### config.mk
export PLATFORM = sky130hd
export DESIGN_NAME = regfile_2r1w
export DESIGN_NICKNAME = d
export VERILOG_FILES = /design/src/rtl/regfile_pkg.sv /design/src/rtl/regfile_rd_port.sv /design/src/rtl/regfile_2r1w.sv
export SDC_FILE = /design/constraint.sdc
export NUM_CORES = 1
export LEC_CHECK = 0
export BUFFER_PORTS_ARGS = -buffer_cell sky130_fd_sc_hd__buf_2
export CAP_MARGIN = 20
export CORE_AREA = 2 2 118 120
export CTS_CLUSTER_DIAMETER = 80
export DETAILED_ROUTE_END_ITERATION = 7
export DIE_AREA = 0 0 120 122
export HOLD_SLACK_MARGIN = 0.12
export SLEW_MARGIN = 10
export SYNTH_ARGS = -nofsm -noshare
export SYNTH_HDL_FRONTEND = slang
export SYNTH_SLANG_ARGS = --single-unit
### constraint.sdc
create_clock -name clk -period 1.4 [get_ports clk]
set_input_delay 0.21 -clock clk [delete_from_list [all_inputs] [get_ports clk]]
set_output_delay 0.21 -clock clk [all_outputs]
set_load 0.1 [all_outputs]
### src/rtl/regfile_pkg.sv
// Shared definitions for the 2-read/1-write register file: address sizing helper
// and the read-value source encoding used by each read port.
package regfile_pkg;

    typedef enum logic [1:0] {
        RD_OOR  = 2'd0,
        RD_ZERO = 2'd1,
        RD_BYP  = 2'd2,
        RD_MEM  = 2'd3
    } rd_sel_e;

    function automatic int clog2(input int n);
        int r;
        r = 0;
        while ((1 << r) < n) r++;
        return (r < 1) ? 1 : r;
    endfunction

endpackage

### src/rtl/regfile_rd_port.sv
// One registered read port: selects the read value by priority and captures it
// with a valid pulse one cycle after the request.
module regfile_rd_port
    import regfile_pkg::*;
#(
    parameter int WIDTH   = 8,
    parameter int DEPTH   = 8,
    parameter int BYPASS  = 1,
    parameter int ZERO_R0 = 0,
    parameter int ADDR_W  = 3
) (
    input  logic                            clk,
    input  logic                            rst_n,
    input  logic [DEPTH-1:0][WIDTH-1:0]     mem_i,
    input  logic                            clr_i,
    input  logic                            wr_en_i,
    input  logic [ADDR_W-1:0]               waddr_i,
    input  logic [WIDTH-1:0]                wdata_i,
    input  logic                            re_i,
    input  logic [ADDR_W-1:0]               raddr_i,
    output logic [WIDTH-1:0]                rdata_o,
    output logic                            rvalid_o
);

    localparam logic [ADDR_W:0] DEPTH_L = (ADDR_W + 1)'(DEPTH);

    rd_sel_e            sel;
    logic [WIDTH-1:0]   rdata_d;
    logic [WIDTH-1:0]   rdata_q;
    logic               rvalid_q;

    // A clear in flight reads as zero when bypassing, so it shares the RD_ZERO source.
    always_comb begin
        sel = RD_MEM;
        if ({1'b0, raddr_i} >= DEPTH_L)
            sel = RD_OOR;
        else if (ZERO_R0 != 0 && raddr_i == '0)
            sel = RD_ZERO;
        else if (BYPASS != 0 && clr_i)
            sel = RD_ZERO;
        else if (BYPASS != 0 && wr_en_i && waddr_i == raddr_i)
            sel = RD_BYP;
    end

    always_comb begin
        rdata_d = '0;
        case (sel)
            RD_BYP:  rdata_d = wdata_i;
            RD_MEM:  rdata_d = mem_i[raddr_i];
            default: rdata_d = '0;
        endcase
    end

    always_ff @(posedge clk or negedge rst_n) begin
        if (!rst_n) begin
            rdata_q  <= '0;
            rvalid_q <= 1'b0;
        end else begin
            rvalid_q <= re_i;
            if (re_i)
                rdata_q <= rdata_d;
        end
    end

    assign rdata_o  = rdata_q;
    assign rvalid_o = rvalid_q;

endmodule

### src/rtl/regfile_2r1w.sv
// DEPTH x WIDTH flop-based register file with one write port, two registered
// read ports, synchronous clear-all and optional hardwired-zero entry 0.
module regfile_2r1w
    import regfile_pkg::*;
#(
    parameter int WIDTH   = 8,
    parameter int DEPTH   = 8,
    parameter int BYPASS  = 1,
    parameter int ZERO_R0 = 0,
    localparam int ADDR_W = clog2(DEPTH)
) (
    input  logic              clk,
    input  logic              rst_n,
    input  logic              clr,
    input  logic              we,
    input  logic [ADDR_W-1:0] waddr,
    input  logic [WIDTH-1:0]  wdata,
    input  logic              re_a,
    input  logic [ADDR_W-1:0] raddr_a,
    output logic [WIDTH-1:0]  rdata_a,
    output logic              rvalid_a,
    input  logic              re_b,
    input  logic [ADDR_W-1:0] raddr_b,
    output logic [WIDTH-1:0]  rdata_b,
    output logic              rvalid_b,
    output logic              err
);

    localparam logic [ADDR_W:0] DEPTH_L = (ADDR_W + 1)'(DEPTH);

    logic [DEPTH-1:0][WIDTH-1:0] mem_q;
    logic                        wr_en;
    logic                        err_d;
    logic                        err_q;

    function automatic logic oor(input logic [ADDR_W-1:0] a);
        return {1'b0, a} >= DEPTH_L;
    endfunction

    assign wr_en = we && !oor(waddr) && !clr && !(ZERO_R0 != 0 && waddr == '0);

    always_ff @(posedge clk or negedge rst_n) begin
        if (!rst_n)
            mem_q <= '0;
        else if (clr)
            mem_q <= '0;
        else if (wr_en)
            mem_q[waddr] <= wdata;
    end

    assign err_d = (we && oor(waddr)) || (re_a && oor(raddr_a)) || (re_b && oor(raddr_b));

    always_ff @(posedge clk or negedge rst_n) begin
        if (!rst_n)
            err_q <= 1'b0;
        else
            err_q <= err_d;
    end

    assign err = err_q;

    regfile_rd_port #(
        .WIDTH(WIDTH), .DEPTH(DEPTH), .BYPASS(BYPASS), .ZERO_R0(ZERO_R0), .ADDR_W(ADDR_W)
    ) u_rd_a (
        .clk(clk), .rst_n(rst_n), .mem_i(mem_q), .clr_i(clr), .wr_en_i(wr_en),
        .waddr_i(waddr), .wdata_i(wdata), .re_i(re_a), .raddr_i(raddr_a),
        .rdata_o(rdata_a), .rvalid_o(rvalid_a)
    );

    regfile_rd_port #(
        .WIDTH(WIDTH), .DEPTH(DEPTH), .BYPASS(BYPASS), .ZERO_R0(ZERO_R0), .ADDR_W(ADDR_W)
    ) u_rd_b (
        .clk(clk), .rst_n(rst_n), .mem_i(mem_q), .clr_i(clr), .wr_en_i(wr_en),
        .waddr_i(waddr), .wdata_i(wdata), .re_i(re_b), .raddr_i(raddr_b),
        .rdata_o(rdata_b), .rvalid_o(rvalid_b)
    );

endmodule

==> metrics.md <==
| Metric | Value |
|---|---|
| Outcome | complete, no violations |
| Drt wl/cell | 19.98 µm |
| CTS clk-pin slew, worst paths | 60 ps |
| Final worst clock skew | 4.536 ps |
| R2r setup slk | 20 ps |
| Final wirelength | 13130 µm |
| MaxCap Viol Count | 0 |
| Cell Rows | 43 |
| Global-route wire length before repair | 20760 µm |
| Share of cells above drive strength 1 | 0.3124 |
| Hold Startpoint | wdata[5] |
| Crit path cell chain | buf_2 |
| Final net count | 495 |
| Drt drc | 0 |
| Clk sinks | 82 |
| RSZ-0062 raised after global routing | true |
| # IOs | 42 |
| CTS tree | yes |
| Core Area | 13500 µm² |
| Hold Vio Cnt, Final | 0 |
| RR Endpoint | u_rd_a.rdata_o[4] |
| Post-synth net total | 432 |
| Setup tns final | 0 ps |
| R2r worst-path depth | 3 |
| Post-synthesis register bit count | 82 |
| Initial Util | 0.3390 |
| Worst skew pair latency | 340 ps |
| Die Ht | 122 µm |
| Total die area | 14640 µm² |
| Port bufs | 40 |
| Largest net degree at the start of global routing | 39 |
| CTS root buffer | clkbuf_16 |
| Via count | 3544 |
| H-Tree Depth | 3 |
| TritonCTS Buffers | 9 |
| Power Density | 1054 nW/µm² |
| VDD IR max | 0.0005878 V |
| Max FO, Critical Path | 2 |
| CP max-delay cell | buf_2 |
| Routed Antenna Nets | 0 |
| Top delay family on crit path | buffers and inverters |
| Hold Path Class | in -> reg |
| Post-synthesis sequential area ratio | 0.4482 |
| Avg Inst Size Synth | 11.19 µm² |
| R2R Path Start | mem_q[36] |
| Startpoint Class | register |
| Grt total ovfl | 0 |
| Total GRT Usage | 0.1922 |
| Final cell count without fillers | 657 |
| Fillers | 1297 |
| Via density per instance | 5.394 |
| Initial antenna violation count | 0 |
| Max Fclk | 721.6 MHz |
| Final setup violation count | 0 |
| RePlAce Congestion | 0.8452 |
| Fin crit share | 0.9899 |
| WP data arrival | 1180 ps |
| DRT Pass-1 Iters | 5 |
| CTS Buffer Depth | 2 |
| CP Buf/Inv Count | 1 |
| Hold WS | 183.3 ps |
| Hold EP | mem_q[61] |
| CP peak stage delay | 450 ps |
| Max Slew Vio Count | 0 |
| Vias in the first global route | 3587 |
| P_leak | 2.438 nW |
| Distinct cells, synth | 29 |
| Worst EP required | 1190 ps |
| Antenna cells | 0 |
| Final Core Density | 0.4159 |
| Post-DP HPWL | 9145 µm |
| CP Capture Type | primary output |
| Placed cells | 638 |
| Mapped Area | 4578 µm² |
| Area grow syn2layout | 22.68% |
| Die width | 120 µm |
| Critical path type | reg -> out |
| Yosys warning count | 0 |
| Initial DRC count | 240 |
| Min cycle time layout | 1386 ps |
| Synth Instances | 409 |
| Hold-critical path depth | 3 |
## layout make-up
class | instances | area (µm²) | area share
multi-input cells | 276 | 2285 | 0.4068
flip-flops and latches | 82 | 2052 | 0.3653
repair buffers | 94 | 690.7 | 0.1230
clock buffers | 12 | 256.5 | 0.04567
well taps | 180 | 225.2 | 0.04010
clock inverters | 4 | 73.82 | 0.01314
inverters | 9 | 33.78 | 0.006015
## worst max-delay path by stage
stage | from | end | slack (ps) | cells past startpoint
after detailed placement | raddr_b[1] | u_rd_b.rdata_o[2] | -270 | 5
after global routing | mem_q[51] | u_rd_b.rdata_o[3] | -20 | 3
after CTS | mem_q[58] | u_rd_b.rdata_o[2] | 3 | 3
final | u_rd_a.rdata_o[0] | rdata_a[0] | 10 | 1
after global placement | raddr_b[1] | u_rd_b.rdata_o[2] | -230 | 5
after floorplan | raddr_b[0] | u_rd_b.rdata_o[0] | 10 | 5
## flip-flops by register name, indices dropped and copies added, names as in the netlist
| register | count |
|---|---|
| mem_q | 64 |
| u_rd_a.rdata_o | 8 |
| u_rd_b.rdata_o | 8 |
| u_rd_a.rvalid_o | 1 |
| u_rd_b.rvalid_o | 1 |
## per-stage QoR
step	worst slack, ps	total power [mW]	area (µm²)
global placement	-226.8	3.317	5254
detailed placement	-268.9	3.326	5254
global route	-15.52	6.135	5617
finish	14.10	5.920	5617
floorplan	10.09	3.011	4586
CTS	3.466	5.945	5612
## worst min-delay path, cell delays in order
cell	delay (ps)
buf_2	150
nand2_1	70
a21oi_1	50
## synthesized netlist by cell type
master / n / share of area
or4_4: 1 / 0.0025
nand2b_1: 16 / 0.022
a21oi_1: 40 / 0.044
nand3b_1: 2 / 0.0033
and4_1: 1 / 0.0019
inv_1: 9 / 0.0074
conb_1: 1 / 0.00082
buf_6: 5 / 0.012
mux4_1: 11 / 0.063
mux2i_1: 40 / 0.087
nor2b_1: 2 / 0.0027
nor4b_4: 1 / 0.0052
mux4_2: 21 / 0.10
buf_4: 6 / 0.0098
nand4b_1: 3 / 0.0057
o221ai_1: 16 / 0.031
o41ai_2: 2 / 0.0071
xor2_1: 6 / 0.011
nand2_1: 80 / 0.066
buf_1: 2 / 0.0016
or4_1: 1 / 0.0016
nand4_1: 1 / 0.0014
nor4bb_1: 3 / 0.0066
buf_2: 9 / 0.0098
nor2_1: 24 / 0.020
and4b_1: 3 / 0.0066
clkbuf_1: 20 / 0.016
or4b_1: 1 / 0.0022
dfrtp_1: 82 / 0.45
## cells in the final DEF (no fill, tap or decap), types with 2 or more instances in the layout
| cell type | synthesis | final |
|---|---|---|
| a21oi_1 | 40 | 40 |
| mux4_2 | 21 | 28 |
| bufinv_16 | 0 | 2 |
| clkbuf_8 | 0 | 2 |
| dfrtp_1 | 82 | 82 |
| nand4b_1 | 3 | 3 |
| buf_4 | 6 | 47 |
| nor2b_1 | 2 | 2 |
| nand3b_1 | 2 | 2 |
| and4b_1 | 3 | 3 |
| nand2b_1 | 16 | 16 |
| buf_12 | 0 | 6 |
| mux2i_2 | 0 | 6 |
| nand2_1 | 80 | 80 |
| xor2_1 | 6 | 6 |
| mux2i_1 | 40 | 34 |
| o41ai_2 | 2 | 2 |
| inv_1 | 9 | 9 |
| nor4bb_2 | 0 | 3 |
| nor2_1 | 24 | 24 |
| o221ai_1 | 16 | 15 |
| buf_2 | 9 | 38 |
| mux4_1 | 11 | 4 |
| dlygate4sd3_1 | 0 | 2 |
| clkbuf_16 | 0 | 9 |
## repair_timing
| action | in CTS | in global routing |
|---|---|---|
| pin swaps | 2 | 6 |
| setup buffers | 1 | 0 |
| hold buffers | 2 | 0 |
| gates resized for setup | 2 | 13 |
| hold endpoints to repair | 28 | 0 |
| setup endpoints to repair | 2 | 13 |
## routing by layer
layer | GRT usage | wire length [µm] | up-vias
met1 | 0.2419 | 5207 | 1787
met5 | 0 | 0 | -
met4 | 0.07574 | 210 | 0
li1 | - | - | 1585
met2 | 0.3260 | 6799 | 156
met3 | 0.03839 | 908 | 16
## cells by family after synthesis
| family | count (synthesis) | synth area share |
|---|---|---|
| flops | 82 | 0.4482 |
| simple gates | 139 | 0.1468 |
| xor+xnor | 6 | 0.01148 |
| compound gates | 58 | 0.08144 |
| buf+inv | 51 | 0.05739 |
| mux | 72 | 0.2539 |
| other cells | 1 | 0.0008191 |
## power breakdown
part           internal [mW]  leakage (nW)  switching, mW
Combinational          0.302          1.14          0.533
Sequential              2.43          1.13         0.0406
Clock                   1.66         0.163          0.958
Total                   4.39          2.44           1.53
(Power assumes the default switching activity.)
